### config.mk
export PLATFORM = sky130hd
export DESIGN_NAME = ac97_command_sequencer_flat
export DESIGN_NICKNAME = d
export VERILOG_FILES = /design/src/rtl/ac97_command_sequencer_if.sv /design/src/rtl/ac97_command_sequencer.sv /design/src/flat_wrapper.sv
export SDC_FILE = /design/constraint.sdc
export NUM_CORES = 1
export LEC_CHECK = 0
export ABC_CLOCK_PERIOD_IN_PS = 1700
export CAP_MARGIN = 20
export CORE_AREA = 4 4 60 62
export CTS_CLUSTER_SIZE = 24
export DETAILED_ROUTE_END_ITERATION = 8
export DIE_AREA = 0 0 64 66
export PLACE_DENSITY = 0.77
export REMOVE_ABC_BUFFERS = 1
export SYNTH_ARGS = -nofsm -noshare
export SYNTH_HDL_FRONTEND = slang
export SYNTH_SLANG_ARGS = --single-unit
export TNS_END_PERCENT = 50
### constraint.sdc
create_clock -name AC97BitClock -period 1.7 [get_ports AC97BitClock]
set_input_delay 0.425 -clock AC97BitClock [delete_from_list [all_inputs] [get_ports AC97BitClock]]
set_output_delay 0.425 -clock AC97BitClock [all_outputs]
set_load 0.01 [all_outputs]
### src/rtl/ac97_command_sequencer_if.sv
// Command bundle between the sequencer, the AC97 link controller (done/Register/command/validate)
// and the user write requester (UserWrite/UserRegister/UserCommand/UserBusy).
interface ac97_command_sequencer_if;
   logic        done;
   logic        UserWrite;
   logic [7:0]  UserRegister;
   logic [15:0] UserCommand;
   logic        UserBusy;
   logic        InitDone;
   logic [7:0]  Register;
   logic [15:0] command;
   logic        validate;

   modport master (
      input  done, UserWrite, UserRegister, UserCommand,
      output UserBusy, InitDone, Register, command, validate
   );

   modport slave (
      output done, UserWrite, UserRegister, UserCommand,
      input  UserBusy, InitDone, Register, command, validate
   );
endinterface

### src/rtl/ac97_command_sequencer.sv
// AC97 command source: settle, six-entry codec init table, then one-shot user writes (AC97_USER_WRITE_EN);
// outputs move one clock after each done rise, one command per frame, UserWrite ignored while UserBusy.
module ac97_command_sequencer #(
   parameter int unsigned SETTLE_FRAMES = 16
) (
   input  logic                            AC97BitClock,
   input  logic                            Rst,
   ac97_command_sequencer_if.master        bus
);
   typedef enum logic [1:0] {S_WAIT, S_INIT, S_IDLE, S_USER} state_t;

   state_t      state;
   logic        doneQ;
   logic        frameEdge;
   logic [7:0]  frameCnt;
   logic [2:0]  initIdx;
   logic [7:0]  tabRegister;
   logic [15:0] tabCommand;
   logic [7:0]  reqRegister;
   logic [15:0] reqCommand;
   logic        userPending;

   assign frameEdge = bus.done & ~doneQ;

   always_comb begin
      tabRegister = 8'h00;
      tabCommand  = 16'h0000;
      case (initIdx)
         3'd1: tabRegister = 8'h02;
         3'd2: tabRegister = 8'h04;
         3'd3: begin
            tabRegister = 8'h18;
            tabCommand  = 16'h0808;
         end
         3'd4: tabRegister = 8'h1A;
         3'd5: tabRegister = 8'h1C;
         default: ;
      endcase
   end

`ifdef AC97_USER_WRITE_EN
   logic unusedRegBit;
   assign unusedRegBit = bus.UserRegister[7];
   assign userPending  = bus.UserBusy;

   // Busy is still high on the completing edge, so that edge can never capture.
   always_ff @(posedge AC97BitClock or posedge Rst) begin
      if (Rst) begin
         bus.UserBusy <= 1'b0;
         reqRegister  <= 8'h00;
         reqCommand   <= 16'h0000;
      end else if (frameEdge && state == S_USER) begin
         bus.UserBusy <= 1'b0;
      end else if (bus.UserWrite && !bus.UserBusy) begin
         bus.UserBusy <= 1'b1;
         reqRegister  <= {1'b0, bus.UserRegister[6:0]};
         reqCommand   <= bus.UserCommand;
      end
   end
`else
   logic unusedUser;
   assign unusedUser   = ^{bus.UserWrite, bus.UserRegister, bus.UserCommand};
   assign userPending  = 1'b0;
   assign bus.UserBusy = 1'b0;
   assign reqRegister  = 8'h00;
   assign reqCommand   = 16'h0000;
`endif

   always_ff @(posedge AC97BitClock or posedge Rst) begin
      if (Rst) begin
         state        <= S_WAIT;
         doneQ        <= 1'b0;
         frameCnt     <= 8'd0;
         initIdx      <= 3'd0;
         bus.Register <= 8'h00;
         bus.command  <= 16'h0000;
         bus.validate <= 1'b0;
         bus.InitDone <= 1'b0;
      end else begin
         doneQ <= bus.done;
         if (frameEdge) begin
            unique case (state)
               S_WAIT: begin
                  frameCnt <= frameCnt + 8'd1;
                  if (frameCnt == 8'(SETTLE_FRAMES - 1)) begin
                     bus.Register <= tabRegister;
                     bus.command  <= tabCommand;
                     bus.validate <= 1'b1;
                     initIdx      <= 3'd1;
                     state        <= S_INIT;
                  end
               end
               S_INIT: begin
                  // initIdx 6 means entry 5 has just had its frame
                  if (initIdx == 3'd6) begin
                     bus.InitDone <= 1'b1;
                     if (userPending) begin
                        bus.Register <= reqRegister;
                        bus.command  <= reqCommand;
                        bus.validate <= 1'b1;
                        state        <= S_USER;
                     end else begin
                        bus.Register <= 8'h00;
                        bus.command  <= 16'h0000;
                        bus.validate <= 1'b0;
                        state        <= S_IDLE;
                     end
                  end else begin
                     bus.Register <= tabRegister;
                     bus.command  <= tabCommand;
                     initIdx      <= initIdx + 3'd1;
                  end
               end
               S_IDLE: begin
                  if (userPending) begin
                     bus.Register <= reqRegister;
                     bus.command  <= reqCommand;
                     bus.validate <= 1'b1;
                     state        <= S_USER;
                  end else begin
                     bus.Register <= 8'h00;
                     bus.command  <= 16'h0000;
                     bus.validate <= 1'b0;
                  end
               end
               S_USER: begin
                  bus.Register <= 8'h00;
                  bus.command  <= 16'h0000;
                  bus.validate <= 1'b0;
                  state        <= S_IDLE;
               end
            endcase
         end
      end
   end
endmodule

### src/flat_wrapper.sv
// flat-port wrapper written by rule: the top's interface ports become plain ports
module ac97_command_sequencer_flat 
#(
   parameter int unsigned SETTLE_FRAMES = 16
)
  (AC97BitClock, Rst, bus_done, bus_UserWrite, bus_UserRegister, bus_UserCommand, bus_UserBusy, bus_InitDone, bus_Register, bus_command, bus_validate);
  ac97_command_sequencer_if bus_i ();
  input  logic AC97BitClock;
  input  logic Rst;
  input wire logic [$bits(bus_i.done)-1:0] bus_done;
  input wire logic [$bits(bus_i.UserWrite)-1:0] bus_UserWrite;
  input wire logic [$bits(bus_i.UserRegister)-1:0] bus_UserRegister;
  input wire logic [$bits(bus_i.UserCommand)-1:0] bus_UserCommand;
  output wire logic [$bits(bus_i.UserBusy)-1:0] bus_UserBusy;
  output wire logic [$bits(bus_i.InitDone)-1:0] bus_InitDone;
  output wire logic [$bits(bus_i.Register)-1:0] bus_Register;
  output wire logic [$bits(bus_i.command)-1:0] bus_command;
  output wire logic [$bits(bus_i.validate)-1:0] bus_validate;
  assign bus_i.done = bus_done;
  assign bus_i.UserWrite = bus_UserWrite;
  assign bus_i.UserRegister = bus_UserRegister;
  assign bus_i.UserCommand = bus_UserCommand;
  assign bus_UserBusy = bus_i.UserBusy;
  assign bus_InitDone = bus_i.InitDone;
  assign bus_Register = bus_i.Register;
  assign bus_command = bus_i.command;
  assign bus_validate = bus_i.validate;
  ac97_command_sequencer #(.SETTLE_FRAMES(SETTLE_FRAMES)) u_core (.AC97BitClock(AC97BitClock), .Rst(Rst), .bus(bus_i));
endmodule
Yosys cells after proc, flatten, opt, wreduce, memory -nomap -nowiden
Index checks and enable logic that the tools add are counted.

operators by class
  add/subtract/negate cells = 2
  eq/ne operators = 13
  multiplexer cells = 17
  bitwise operators = 3
  reduce and logical (&&, ||, !) cells = 9

operators with widths
  kind                   number
  $pmux W16 S3           1
  $pmux W5 S5            1
  $mux W12               2
  $pmux W8 S3            1
  $mux W16               1
  $eq A3 B3 Y1 const B   3
  $add A8 B1 Y8 const B  1
  $eq A8 B4 Y1 const B   1
  $mux W8                1
  $reduce_and A4 Y1      2
  $eq A3 B2 Y1 const B   2
  $mux W3                2
  $pmux W2 S3            1
  $pmux W3 S2            1
  $reduce_and A3 Y1      2
  $mux W5                1
  $eq A2 B2 Y1 const B   2
  $mux W2                2
  $ne A2 B1 Y1 const B   2
  $reduce_and A2 Y1      2
  $add A3 B1 Y3 const B  1
  $eq A3 B1 Y1 const B   1
  $pmux W1 S3            1
  $eq A2 B1 Y1 const B   1
  7 further kinds        9

storage, ports and cells
  register bits after elaboration = 40
  bits of input ports = 28
  output and inout port bits = 27
  logic and storage cells = 52

Logic depth before layout (Yosys ltp)
Gate-level depths: netlist of the first run.

  depth after elaboration = 4
  depth in mapped cells = 7
  depth with buffers taken out = 6

Least setup slack after synthesis of the first run
OpenSTA, ideal clock, no wires.

  path type = reg2reg
  start = reg u_core.frameCnt[5]
  end = reg u_core.bus.Register[1]
  library setup time = 126 ps
  arrival time = 1359 ps
  required time = 1574 ps
  path slack = 214 ps
  cell stages (with the launch flop) = 4
  buffers on the path = 0
  period minus slack after synthesis = 1486 ps
  cell sequence = dfrtp_1 > nor4_4 > a41oi_2 > a311o_1

between the ends
  longest elaborated chain between the ends = 3

RTL lines
  item                         RTL line                         RTL
  start: declaration           ac97_command_sequencer.sv:15     logic [7:0] frameCnt;
  start signal: assignment     ac97_command_sequencer.sv:84     frameCnt <= frameCnt + 8'd1;
  $eq A8 B4 Y1                 ac97_command_sequencer.sv:85     if (frameCnt == 8'(SETTLE_FRAMES - 1)) begin
  $ne A2 B1 Y1 (no line)       n/a
  $reduce_and A2 Y1 (no line)  n/a
  end signal: assignment       ac97_command_sequencer.sv:86     bus.Register <= tabRegister;
  end signal: assignment       ac97_command_sequencer.sv:98     bus.Register <= reqRegister;
  end signal: assignment       ac97_command_sequencer.sv:109    bus.Register <= tabRegister;
  end: declaration             ac97_command_sequencer_if.sv:16  output UserBusy, InitDone, Register, command, validate

No other way between the ends.
A chain may end at the register's enable or synchronous reset.

Final worst setup path of the first run
  start = reg u_core.bus.Register[2]
  end = out bus_Register[2]

RTL lines
  item              RTL line            RTL
  end: declaration  flat_wrapper.sv:16  output wire logic [$bits(bus_i.Register)-1:0] bus_Register;

No word-level cell between the ends.

==> out/qor.yml, run 1 <==
setup_path:
  cp_max_fo: 3
  path_cells: "clkdlybuf4s50_1"
  max_stage_delay_ns: 0.54
  crit_family: "buffers and inverters"
  crit_buf_inv: 1
  crit_path_end_kind: "output pin"
  worst_ep_arrival_time_ns: 1.22
  critPathKind: "flip-flop to output pin"
  slowest_stage: "clkdlybuf4s50_1"
  worstPathRequired_ns: 1.27
  crit_path_start_kind: "flip-flop"
grt:
  grt.total_usage_pct: 10.6
  grt_pass1_wl_mm: 3.62
  grt_max_degree: 21
  antenna_found_initial: 0
  grt_pass1_vias: 842
  overflow: 0
logic_synthesis:
  seq_area_frac_synth_pct: 40.7
  synth_cell_types: 35
  ys_ff_latch: 20
  syn_area_mm2: 0.00123
  netlist_instances: 123
  synthFlopType: "dfrtp_1"
  synthArstFlopShare_pct: 100
  synth_edf_count: 0
  syn_avg_cell_area_um2: 9.99
  yosys_warnings: 0
layout:
  final_common_cell: "dfrtp_1"
  finish.net_count: 178
  multi_input_area_um2: 607
  final_cell_mix: "dfrtp_1 (20), conb_1 (19), nand2_1 (12), buf_4 (12)"
  drive_gt1_share_pct: 16.1
  fill_cells: 298
  area.sequential_um2: 500
  num_antenna_cells: 0
  synthToLayoutAreaGrowth_pct: 16.7
  stdcell_count: 187
sta:
  max_freq_mhz: 607
  skew_ns: 0.00228
  hold_viol: 0
  period_minus_slack_ns: 1.65
  fin_crit_sh_pct: 97.0
  fin_ws_ns: 0.0517
  slew_viol_final: 0
  finalSetupViolCount: 0
die:
  ios: 55
  initial_core_util_pct: 40.6
  row_count: 20
  core_mm2: 0.00303
  design.die.area_mm2: 0.00422
  die_w_um: 64
  dieHeight_um: 66
flow_run:
  maxCapViolations: 0
power:
  p_per_area_mw_per_mm2: 643
  switching_share_pct: 20.9
  clock_power_share_pct: 42.6
  power_frac_seq_pct: 52.2
  internal-power_uw: 729
  p_switching_uw: 192
  comb_power_share_pct: 5.1
  peakVddDrop_v: 0.000406
  p_leak_uw: 0.000747
routing:
  drt-total-wl_mm: 2.06
  drtAntennaViolNets: 0
  drt-vias-per-instance: 4.41
  wl_per_cell_um: 11.0
  first_pass_iters: 4
  drc: 0
  vias: 825
  drt_iter0_drc: 29
placement:
  buffer_ports.inserted: 10
  preCtsSetupSlack_ns: -0.183
  gp_congestion: 0.755
  dp_cells: 182
  place_hpwl_mm: 1.60
clocking:
  cts_tree: "yes"
  cts.sinks: 20
  hold_buffers: 0
  insertion_delay_ns: 0.31
  cts-root-buf: "clkbuf_4"
  clockBufferDepth: 2
  clk_pin_slew_worst_paths_ns: 0.12
  numCtsBuffers: 3
  h-tree-depth: 1
status:
  status: "completed"
worst_hold_path:
  hold_path.class: "input port to asynchronous set/reset pin"
==> synth_stat cells, types with 3 or more instances <==
cell type | n | share of area [%]
buf_4 | 21 | 13
dfrtp_1 | 20 | 41
ha_1 | 6 | 6.1
inv_1 | 7 | 2.1
nand2_1 | 12 | 3.7
nand2b_1 | 3 | 1.5
nor2_1 | 4 | 1.2
nor2b_1 | 3 | 1.5
o21ai_0 | 7 | 2.9
xnor2_1 | 3 | 2.1
xor2_1 | 4 | 2.9
==> power by group through the flow <==
stage               Clock (uW)  Sequential, uW  Combinational (uW)
finish                     393             481                47.3
global placement             0             490                45.8
global route               422             482                53.8
CTS                        403             481                47.0
detailed placement           0             490                46.9
floorplan                    0             490                30.4
==> state kept, by name (all words and copies together) (netlist names) <==
name / cells
u_core.bus.InitDone: 1
u_core.state: 2
u_core.bus.Register: 3
u_core.initIdx: 3
u_core.bus.command: 1
u_core.frameCnt: 8
u_core.doneQ: 1
u_core.bus.validate: 1
==> layout make-up <==
| cell class | instances | share of cell area, % |
|---|---|---|
| Inverter | 7 | 1.83 |
| Tap cell | 44 | 3.84 |
| Clock inverter | 1 | 2.09 |
| Clock buffer | 3 | 1.57 |
| Multi-Input combinational cell | 90 | 42.3 |
| Sequential cell | 20 | 34.9 |
| Timing Repair Buffer | 22 | 13.4 |
==> cells by family (layout without fill, tap and decap cells) <==
family / Yosys count / in the layout / synth area share [%]
flip-flops: 20 / 20 / 40.7
AND/OR/NAND/NOR: 35 / 35 / 17.7
XOR/XNOR: 7 / 7 / 4.99
AO/OA/AOI/OAI: 20 / 20 / 11.1
multiplexers: 3 / 3 / 2.55
adder cells (fa/ha/maj): 6 / 6 / 6.11
other: 1 / 19 / 0.305
buffers and inverters: 31 / 33 / 16.5
==> worst paths after layout <==
kind	from	end	slack, ns	cells after the start
worst max register to register	u_core.frameCnt[5]	u_core.bus.Register[2]	0.10	3
worst max-delay path	u_core.bus.Register[2]	bus_Register[2]	0.05	1
worst min-delay path	Rst	u_core.bus.InitDone	0.42	3
worst min register to register	u_core.bus.InitDone	u_core.bus.InitDone	0.47	1
min in group AC97BitClock	u_core.bus.InitDone	u_core.bus.InitDone	0.47	1
max in group asynchronous	Rst	u_core.initIdx[2]	1.08	3
==> repair_timing <==
item	4_1_cts	5_1_grt
endpoints found under the setup margin	2	7
setup buffers	0	1
cloned	0	0
resized for setup	2	4
==> routing by layer <==
layer | vias to the layer above | wire, um | global-route usage, %
li1 | 413 | - | -
met1 | 388 | 904 | 13.0
met2 | 22 | 1040 | 18.1
met3 | 2 | 107 | 3.23
met4 | 0 | 10 | 2.43
met5 | - | 0 | 0
==> worst register-to-register path: stages, from the launching register on <==
cell,delay (ns)
dfrtp_1,0.45
nor4_4,0.40
a41oi_4,0.24
a311o_1,0.40
==> stage by stage <==
step | hold slack (ns) | area [um2] | total power [uW] | utilization (%) | setup TNS (ns)
floorplan | 0.389 | 1120 | 520 | - | 0
global placement | 0.441 | 1360 | 536 | 44.8 | -1.31
detailed placement | 0.444 | 1360 | 537 | 44.8 | -1.88
CTS | 0.425 | 1410 | 931 | 46.5 | 0
global route | 0.455 | 1430 | 958 | 47.4 | -0.00883
finish | 0.423 | 1430 | 922 | 47.4 | 0
Power figures use the tool's default switching activity.
==> run 2: changes to the inputs <==
Settings changed: ABC_CLOCK_PERIOD_IN_PS 1700 to 2100, CORE_AREA 4 4 60 62 to 4 4 58 60, DIE_AREA 0 0 64 66 to 0 0 62 64, PLACE_DENSITY 0.77 to 0.91.
Clock period 1.7 ns to 2.1 ns, I/O delays scaled along.
==> run 2 against run 1 <==
Sequential power decreased by 19%; cell area decreased by 7.4%; worst setup slack gained 0.25 ns; global-route usage is 0.55 points higher; utilization fell by 2.0 points; die area is 6.1% lower; sequential cell count is the same; sequential share of layout area up 2.8 points; clock skew is 0.00093 ns higher; clock-buffer cell count rose by 1; critical endpoint is now bus_command[11].
==> out/qor.yml, run 2 (same netlist as run 1, synthesis figures left out) <==
status:
  status: "completed"
setup_path:
  path_cells: "clkdlybuf4s50_1"
  crit_path_start_kind: "flip-flop"
  worstPathRequired_ns: 1.57  # +0.30 ns
  crit_path_end_kind: "output pin"
  cp_max_fo: 4  # +1
  max_stage_delay_ns: 0.56  # +0.02 ns
  critPathKind: "flip-flop to output pin"
  slowest_stage: "clkdlybuf4s50_1"
  crit_buf_inv: 1  # unchanged
  crit_family: "buffers and inverters"
  reg2reg_setup_slack_ns: 0.42  # +0.32 ns
  worst_ep_arrival_time_ns: 1.28  # +0.06 ns
clocking:
  cts_tree: "yes"
  clk_pin_slew_worst_paths_ns: 0.11  # about the same
  h-tree-depth: 1  # unchanged
  post-cts-setup-buffer-count: 0  # unchanged
  numCtsBuffers: 3  # unchanged
  cts-root-buf: "clkbuf_4"
  cts.sinks: 20  # unchanged
  insertion_delay_ns: 0.30  # about the same
  post_cts_resized: 0  # -2
  hold_buffers: 0  # unchanged
  clockBufferDepth: 2  # unchanged
die:
  row_count: 20  # unchanged
  ios: 55  # unchanged
  dieHeight_um: 64  # -3.0%
  core_mm2: 0.00293  # -3.3%
  die_w_um: 62  # -3.1%
  initial_core_util_pct: 42.0  # +1.4 points
  design.die.area_mm2: 0.00397  # -6.1%
layout:
  largestRegisters: "u_core.frameCnt: 8 flops, u_core.bus.Register: 3 flops, u_core.initIdx: 3 flops"
  top_register: "u_core.frameCnt"
  drive_gt1_share_pct: 10.4  # -5.7 points
  final_cell_mix: "dfrtp_1 (20), conb_1 (19), nand2_1 (12), clkdlybuf4s50_1 (10)"
  num_antenna_cells: 0  # unchanged
  finish.net_count: 170  # -4.5%
  synthToLayoutAreaGrowth_pct: 8.04
  largest_reg_flops: 8  # unchanged
  fill_cells: 283  # -5.0%
  final_common_cell: "dfrtp_1"
sta:
  finalSetupViolCount: 0  # unchanged
  fin_crit_sh_pct: 85.8
  tns_ns: 0  # unchanged
  rsz0062_at_grt: "no"
  skew_ns: 0.00321  # +0.000930 ns
  hold_viol: 0  # unchanged
  slew_viol_final: 0  # unchanged
  period_minus_slack_ns: 1.80
  max_freq_mhz: 555
grt:
  antenna_found_initial: 0  # unchanged
  grt_use_met3_pct: 3.43  # +0.20 points
  grt.busiest_layer: "met2"
  grt_pass1_wl_mm: 3.30  # -8.8%
  grt_pass1_vias: 746  # -11%
  grt.total_usage_pct: 11.1  # +0.55 points
  use_met1_pct: 13.2  # +0.21 points
  grt_max_degree: 21  # unchanged
  met2_usage_pct: 17.9  # -0.19 points
  overflow: 0  # unchanged
routing:
  wl_per_cell_um: 11.9  # +7.6%
  drt-total-wl_mm: 1.99  # -3.3%
  drt-vias-per-instance: 4.80  # +8.9%
  first_pass_iters: 4  # unchanged
  vias: 807  # -2.2%
  drc: 0  # unchanged
  drtAntennaViolNets: 0  # unchanged
  drt_iter0_drc: 21  # -28%
power:
  peakVddDrop_v: 0.000241  # -41%
  p_leak_uw: 0.000657  # -12%
  p_per_area_mw_per_mm2: 491  # -24%
  p_total_uw: 651  # -29%
flow_run:
  maxCapViolations: 0  # unchanged
placement:
  gp_congestion: 0.835  # +11%
  place_hpwl_mm: 1.53  # -4.3%
  buffer_ports.inserted: 10  # unchanged
worst_hold_path:
  hold_path.class: "flip-flop to flip-flop"
-- run 2: routing by layer --
metal / share of wire, % / up-vias
met4: 1.8 / 0
met1: 44 / 377
met2: 46 / 30
li1: - / 395
met5: 0 / -
met3: 8.4 / 5
-- run 2: cell type report --
cell class	instances	area, um2	share of cell area, %
Timing Repair Buffer	14	130	9.80
Tap cell	33	41.3	3.11
Sequential cell	20	500	37.7
Clock buffer	4	36.3	2.73
Multi-Input combinational cell	90	593	44.7
Inverter	7	26.3	1.98
-- run 2: power by group --
group	internal (uW)	switching (uW)	leakage, uW	total [uW]
Combinational	8.18	27.4	0.000371	35.5
Clock	106	121	0.0000210	227
Sequential	387	2.27	0.000264	389
-- run 2: final timing paths --
| kind | start | end | cells after the start |
|---|---|---|---|
| max | u_core.bus.command[3] | bus_command[11] | 1 |
| min | u_core.bus.InitDone | u_core.bus.InitDone | 1 |
| max reg2reg | u_core.frameCnt[5] | u_core.bus.Register[1] | 3 |
| min reg2reg | u_core.bus.InitDone | u_core.bus.InitDone | 1 |
| max in group asynchronous | Rst | u_core.doneQ | 3 |
| min in group asynchronous | Rst | u_core.bus.Register[3] | 3 |
-- run 2: metrics by stage --
step	hold slack [ns]	area (um2)	util [%]	worst slack, ns	cells
2_1_floorplan	0.486	1120	-	0.614	117
3_3_place_gp	0.449	1290	44.1	0.0691	164
3_5_place_dp	0.449	1290	44.1	0.0704	164
4_1_cts	0.488	1330	45.3	0.282	168
5_1_grt	0.509	1330	45.3	0.240	168
6_report	0.475	1330	45.3	0.298	168
